`src/rtl/super_writeback.sv`:
```
// super_writeback: writeback stage with register-file writes, jump redirect with a fixed
// squash window, sticky end-of-program halt and a saturating retire counter.
module super_writeback #(
    parameter int REGI_BITS    = 4,
    parameter int VECT_BITS    = 2,
    parameter int VECT_SIZE    = 8,
    parameter int ELEM_SIZE    = 8,
    parameter int SQUASH_SLOTS = 2,
    localparam int DW          = VECT_SIZE * ELEM_SIZE
) (
    input  logic                 clk_i,
    input  logic                 rst_i,
    input  logic [DW-1:0]        int_rd_i,
    input  logic [DW-1:0]        alu_res_i,
    input  logic                 enableReg_i,
    input  logic                 enableJump_i,
    input  logic                 flagMemRead_i,
    input  logic                 flagMemWrite_i,
    input  logic                 flagEnd_i,
    input  logic                 flagNop_i,
    input  logic                 writeResultInt_i,
    input  logic                 writeResultV_i,
    input  logic [9:0]           jumpAddress_i,
    input  logic [REGI_BITS-1:0] intRegDest_i,
    input  logic [VECT_BITS-1:0] vecRegDest_i,
    output logic                 int_we_o,
    output logic [REGI_BITS-1:0] int_wa_o,
    output logic [DW-1:0]        int_wd_o,
    output logic                 vec_we_o,
    output logic [VECT_BITS-1:0] vec_wa_o,
    output logic [DW-1:0]        vec_wd_o,
    output logic                 pc_load_o,
    output logic [9:0]           pc_addr_o,
    output logic                 flush_o,
    output logic                 halt_o,
    output logic [15:0]          retired_o
);
    typedef enum logic [1:0] {RUN, SQUASH, HALT} state_t;

    state_t               r_state;
    logic [2:0]           r_cnt;
    logic                 r_int_we, r_vec_we, r_pc_load, r_flush, r_halt;
    logic [REGI_BITS-1:0] r_int_wa;
    logic [VECT_BITS-1:0] r_vec_wa;
    logic [DW-1:0]        r_int_wd, r_vec_wd;
    logic [9:0]           r_pc_addr;
    logic [15:0]          r_retired;

    logic          w_valid, w_wr, w_int_we, w_vec_we, w_jump, w_end;
    logic [DW-1:0] w_wd;

    assign w_valid  = !flagNop_i && r_state == RUN && !r_halt;
    assign w_wd     = flagMemRead_i ? int_rd_i : alu_res_i;
    // An end instruction never writes and overrides any jump on the same slot.
    assign w_wr     = w_valid && enableReg_i && !flagMemWrite_i && !flagEnd_i;
    assign w_int_we = w_wr && writeResultInt_i;
    assign w_vec_we = w_wr && writeResultV_i;
    assign w_jump   = w_valid && enableJump_i && !flagEnd_i;
    assign w_end    = w_valid && flagEnd_i;

    always_ff @(posedge clk_i or negedge rst_i) begin
        if (!rst_i) begin
            r_state   <= RUN;
            r_cnt     <= '0;
            r_int_we  <= 1'b0;
            r_vec_we  <= 1'b0;
            r_pc_load <= 1'b0;
            r_flush   <= 1'b0;
            r_halt    <= 1'b0;
            r_int_wa  <= '0;
            r_vec_wa  <= '0;
            r_int_wd  <= '0;
            r_vec_wd  <= '0;
            r_pc_addr <= '0;
            r_retired <= '0;
        end else begin
            r_int_we  <= w_int_we;
            r_vec_we  <= w_vec_we;
            r_pc_load <= w_jump;
            if (w_int_we) begin
                r_int_wa <= intRegDest_i;
                r_int_wd <= w_wd;
            end
            if (w_vec_we) begin
                r_vec_wa <= vecRegDest_i;
                r_vec_wd <= w_wd;
            end
            if (w_jump)
                r_pc_addr <= jumpAddress_i;
            if (w_valid && r_retired != 16'hFFFF)
                r_retired <= r_retired + 16'd1;
            case (r_state)
                RUN: begin
                    if (w_end) begin
                        r_state <= HALT;
                        r_halt  <= 1'b1;
                    end else if (w_jump) begin
                        r_state <= SQUASH;
                        r_cnt   <= 3'(SQUASH_SLOTS);
                        r_flush <= 1'b1;
                    end
                end
                SQUASH: begin
                    r_cnt <= r_cnt - 3'd1;
                    if (r_cnt == 3'd1) begin
                        r_state <= RUN;
                        r_flush <= 1'b0;
                    end
                end
                default: r_state <= HALT;
            endcase
        end
    end

    assign int_we_o  = r_int_we;
    assign int_wa_o  = r_int_wa;
    assign int_wd_o  = r_int_wd;
    assign vec_we_o  = r_vec_we;
    assign vec_wa_o  = r_vec_wa;
    assign vec_wd_o  = r_vec_wd;
    assign pc_load_o = r_pc_load;
    assign pc_addr_o = r_pc_addr;
    assign flush_o   = r_flush;
    assign halt_o    = r_halt;
    assign retired_o = r_retired;
endmodule

```
`config.mk`:
```
export PLATFORM = sky130hd
export DESIGN_NAME = super_writeback
export DESIGN_NICKNAME = d
export VERILOG_FILES = /design/src/rtl/super_writeback.sv
export SDC_FILE = /design/constraint.sdc
export NUM_CORES = 1
export LEC_CHECK = 0
export BUFFER_PORTS_ARGS = -buffer_cell sky130_fd_sc_hd__buf_2
export CORE_AREA = 2 2 123 125
export DETAILED_ROUTE_END_ITERATION = 7
export DIE_AREA = 0 0 125 127
export PLACE_DENSITY = 0.87
export SKIP_LAST_GASP = 1
export SLEW_MARGIN = 20
export SYNTH_ARGS = -nofsm -noshare
export SYNTH_HDL_FRONTEND = slang
export SYNTH_SLANG_ARGS = --single-unit
export TNS_END_PERCENT = 30
```
`constraint.sdc`:
```
create_clock -name clk_i -period 5.6 [get_ports clk_i]
set_input_delay 0.84 -clock clk_i [delete_from_list [all_inputs] [get_ports clk_i]]
set_output_delay 0.84 -clock clk_i [all_outputs]
set_load 0.01 [all_outputs]
```
* Word level (Yosys, flattened, before mapping)
Cells that the tools add are included.
Storage, ports and cells: input port bits 154, bits in registers 170
Operators by class: add/sub/neg operators 2, mux-type cells 12, reduce and logical (&&, ||, !) cells 21, equal/unequal tests 7
Operators with widths (number):
- 64-bit two-way mux | 1
- 16-bit by 1-bit adder with 16-bit output, second input constant | 1
- 16-bit != test, second input constant | 1
- 1-bit logical AND | 11
- 2-bit two-way mux | 3
- 3-bit two-way mux | 2
- 2-bit != test, second input constant | 3
- 3-bit one-hot mux with 2 select lines | 1
- 1-bit logical NOT | 4
- 2-bit one-hot mux with 2 select lines | 1
- 2-bit AND reduction | 2
- 4-bit AND reduction | 1
- 3-bit by 1-bit equality test with 1-bit output, second input constant | 1
- 1-bit two-way mux | 3
- 3-bit != test, second input constant | 1
- 3-bit AND reduction | 1
- 3-bit by 1-bit subtractor with 3-bit output, second input constant | 1
- 2-bit by 1-bit equality test with 1-bit output, second input constant | 1
- 2-bit logical NOT | 1
- 1-bit one-hot mux with 2 select lines | 1
- 2-bit nonzero test | 1

* Logic depth before layout (Yosys ltp)
word-level depth 8, gate-level depth with buffers 8, gate-level depth less buffers 5

* Worst setup path after synthesis
No wires, ideal clock.
kind input to register, start input port flagNop_i, end register r_int_wd[14], in the netlist int_wd_o[14], path buffers 4, path slack 2.973 ns, setup time 0.125 ns, stages 8, data arrival time 2.502 ns, data required time 5.475 ns, cell sequence or4_4 > buf_6 > nor4b_2 > and2_1 > buf_4 > buf_8 > buf_6 > mux2_2
On the way: cells in the longest elaborated chain, start to end 7
Ends and longest elaborated chain:
- start: declaration | RTL line 20 | input logic flagNop_i,
- 1-bit logical NOT | RTL line 52 | assign w_valid = !flagNop_i && r_state == RUN && !r_halt;
- 1-bit logical AND (2 in series) | RTL line 52
- 1-bit logical AND (3 in series) | RTL line 55 | assign w_wr = w_valid && enableReg_i && !flagMemWrite_i && !flagEnd_i;
- 1-bit logical AND | RTL line 56 | assign w_int_we = w_wr && writeResultInt_i;
- via w_int_we | RTL line 49 | logic w_valid, w_wr, w_int_we, w_vec_we, w_jump, w_end;
- end signal: assignment | RTL line 82 | r_int_wd <= w_wd;
- end: declaration | RTL line 45 | logic [DW-1:0] r_int_wd, r_vec_wd;
The timed path passes the listed nets, and every way through them passes these cells. A chain may end at the register's enable or synchronous reset.

* Final worst setup path
start input port flagNop_i, end register r_int_wd[30], in the netlist int_wd_o[30]
On the way: cells in the longest elaborated chain, start to end 7
Ends and longest elaborated chain (RTL line):
- 1-bit logical NOT | 52
- 1-bit logical AND (2 in series) | 52
- 1-bit logical AND (3 in series) | 55
- 1-bit logical AND | 56
No other way between the ends.

==> impl_metrics.json <==
{
  "status": "finished clean",
  "crit_fanout": 28,
  "switching_share": 0.288,
  "ys_seq_elements": 170,
  "pin_count": 319,
  "rr_worst_depth": 5,
  "critPathSlowestCell": "and2_2",
  "fp.dieH_um": 127,
  "cp-start-kind": "input port",
  "grt_max_degree": 78,
  "cp-startpoint": "flagNop_i",
  "rsz0062_at_grt": "false",
  "powerDensity_nw_per_um2": 374,
  "vias": 5139,
  "drive_gt1_frac": 0.697,
  "p_leak_nw": 5.16,
  "numPortBuffers": 318,
  "fmax_mhz": 337,
  "synth-edff-count": 0,
  "synthSimpleGateAreaFrac": 0.0367,
  "worstPathArrival_ns": 3.26,
  "comb_power_share": 0.235,
  "grt_pass1_vias": 5199,
  "crit_path_end_kind": "flop",
  "viasPerCell": 5.13,
  "pwr-share-clk": 0.306,
  "rr_startpoint": "r_state[0]",
  "routedWlPerCell_um": 17.5,
  "cts_setup_buffers": 0,
  "met3_usage": 0.0561,
  "final_cell_mix": "buf_2 (317), mux2_2 (208), dfrtp_1 (170)",
  "first_iter_violations": 139,
  "mappedNetlistNets": 642,
  "met1_usage": 0.251,
  "ctsHtreeMaxLevel": 4,
  "drc": 0,
  "initial_utilization": 0.509,
  "cts-buffers-inserted": 17,
  "fin_tns_setup_ns": 0,
  "clk_transition_reported_paths_ns": 0.06,
  "cts_hold_buf": 0,
  "ys_async_sr_fraction": 1.00,
  "max-vdd-ir-drop_mv": 0.233,
  "synthCells": 485,
  "r2r-end": "int_wd_o[30]",
  "slew-limit-headroom": 0.263,
  "cts-root-buf": "clkbuf_16",
  "core_um2": 14400,
  "synth_top_area_frac": 0.580,
  "slew_violations": 0,
  "critPathCapture": "int_wd_o[30]",
  "synth_top_family_by_area": "multiplexers",
  "ys_warn_count": 0,
  "fin_skew_ns": 0.00731,
  "die_w_um": 125,
  "synth-seq-area-share": 0.580,
  "syn_to_final_growth_pct": 30.8,
  "crit_family": "simple AND/OR/NAND/NOR gates",
  "synth_area_leader_cell": "dfrtp_1",
  "p_int_w": 0.00255,
  "setup-violations-final": 0,
  "ant_nets": 0,
  "finalHoldViolations": 0,
  "synth_xor_area_frac": 0.0167,
  "fp.dieArea_um2": 15900,
  "antenna_cells": 0,
  "cts_resized": 0,
  "post-dp-hpwl_um": 13100,
  "critical_path_class": "in2reg",
  "drv_cap": 0,
  "clk_latency_ns": 0.41,
  "period_needed_ns": 2.97,
  "worst_pin_slew_ns": 1.10,
  "synth_cell_type_count": 34,
  "grt_most_used_layer": "met2",
  "antenna_found_initial": 0,
  "cts_sinks": 170,
  "whs_ns": 0.445,
  "routabilityCongestion": 0.773,
  "path_buf_inv": 2,
  "fin_nets": 962,
  "wirelength_um": 17500,
  "grt.met2_usage": 0.395,
  "synth_flop_cell": "dfrtp_1",
  "final_common_cell": "buf_2",
  "dr.pass1.iters": 4,
  "finalCritPeriodShare": 0.530,
  "track_usage": 0.218,
  "syn_avg_cell_area_um2": 15.1,
  "synthAdderAreaFrac": 0.00512,
  "cts_tree": "built",
  "cpPeakStageDelay_ns": 0.68,
  "synthMuxAreaShare": 0.322,
  "rrSetupSlack_ns": 2.69,
  "grt.overflow.total": 0,
  "synth_area_leaders": "dfrtp_1 (58%), mux2_2 (32%), xor2_1 (1.6%)",
  "hold_path.class": "in2async",
  "grt_pass1_wl_um": 27200,
  "cp.required_ns": 5.89,
  "switching_power_w": 0.00103,
  "cts_buffer_depth": 2,
  "num_rows": 44,
  "p_seq_frac": 0.459,
  "synth-compound-area-share": 0.0106,
  "synth_area_um2": 7340,
  "path_cells": "buf_2 > or4_4 > nor4b_2 > and2_2 > buf_4 > mux2_2",
  "crit_cells": 6
}
per-stage QoR:
stage	cells	worst slack, ns	power, W	utilization	cell area [um2]
3_5_place_dp	970	2.17	0.00251	0.627	9040
6_report	1002	2.63	0.00359	0.665	9600
5_1_grt	1002	2.50	0.00377	0.665	9600
2_1_floorplan	485	2.97	0.00208	-	7340
4_1_cts	1002	2.62	0.00362	0.665	9600
3_3_place_gp	970	2.26	0.00247	0.627	9040
cells in the mapped netlist (all sizes together), types with 2 or more instances:
cell and number:
nor2 5, nor3 7, a21o 2, xor2 13
and2 2, nand4 4, nor4 4, or4 3
a21oi 2, mux2 210, inv 6, buf 17
ha 3, nand2 8, o21ai 4, nand3 5
dfrtp 170, nor4b 3, clkbuf 8
cell type report:
class / count / area, um2
Tap cell: 184 / 230
Multi-Input combinational cell: 284 / 2870
Inverter: 6 / 22.5
Timing Repair Buffer: 326 / 1660
Fill cell: 1055 / 4830
Clock inverter: 11 / 97.6
Sequential cell: 170 / 4250
Clock buffer: 21 / 460
worst register-to-register path, cell delays in order (launching register included):
cell	delay [ns]
dfrtp_1	0.42
or4_4	0.60
nor4b_2	0.27
and2_2	0.68
buf_4	0.42
mux2_2	0.39
registers in the layout, indices dropped and copies added, names as in the netlist, 2 cells and up:
name       count
int_wa_o       4
int_wd_o      64
pc_addr_o     10
r_cnt          3
r_state        2
retired_o     16
vec_wa_o       2
vec_wd_o      64
layer usage:
| layer | vias up | routed length [um] | share of wire |
|---|---|---|---|
| met4 | 0 | 406 | 0.023 |
| li1 | 2384 | - | - |
| met3 | 26 | 1180 | 0.067 |
| met1 | 2520 | 6610 | 0.38 |
| met2 | 209 | 9350 | 0.53 |
| met5 | - | 0 | 0 |
power groups by stage:
stage	registers [W]	logic [W]	clock network [W]
after floorplan	0.00177	0.000307	0
after global placement	0.00165	0.000820	0
after detailed placement	0.00166	0.000850	0
after CTS	0.00165	0.000856	0.00112
after global routing	0.00168	0.000912	0.00118
final	0.00165	0.000843	0.00110
cell families after synthesis:
group,Yosys count
mux,210
flops,170
simple gates,45
buf+inv,31
xor+xnor,14
compound gates,12
fa+ha+maj,3
how the worst min path moves through the flow:
stage	endpoint	start	depth (start not counted)	slack, ns
2_1_floorplan	r_cnt[0]	r_cnt[0]	1	0.48
3_3_place_gp	int_wd_o[13]	int_wd_o[13]	1	0.47
3_5_place_dp	retired_o[15]	retired_o[15]	1	0.48
4_1_cts	vec_wd_o[51]	rst_i	1	0.47
5_1_grt	int_wd_o[55]	rst_i	1	0.51
6_report	vec_wd_o[51]	rst_i	1	0.45
Power figures use the tool's default switching activity.
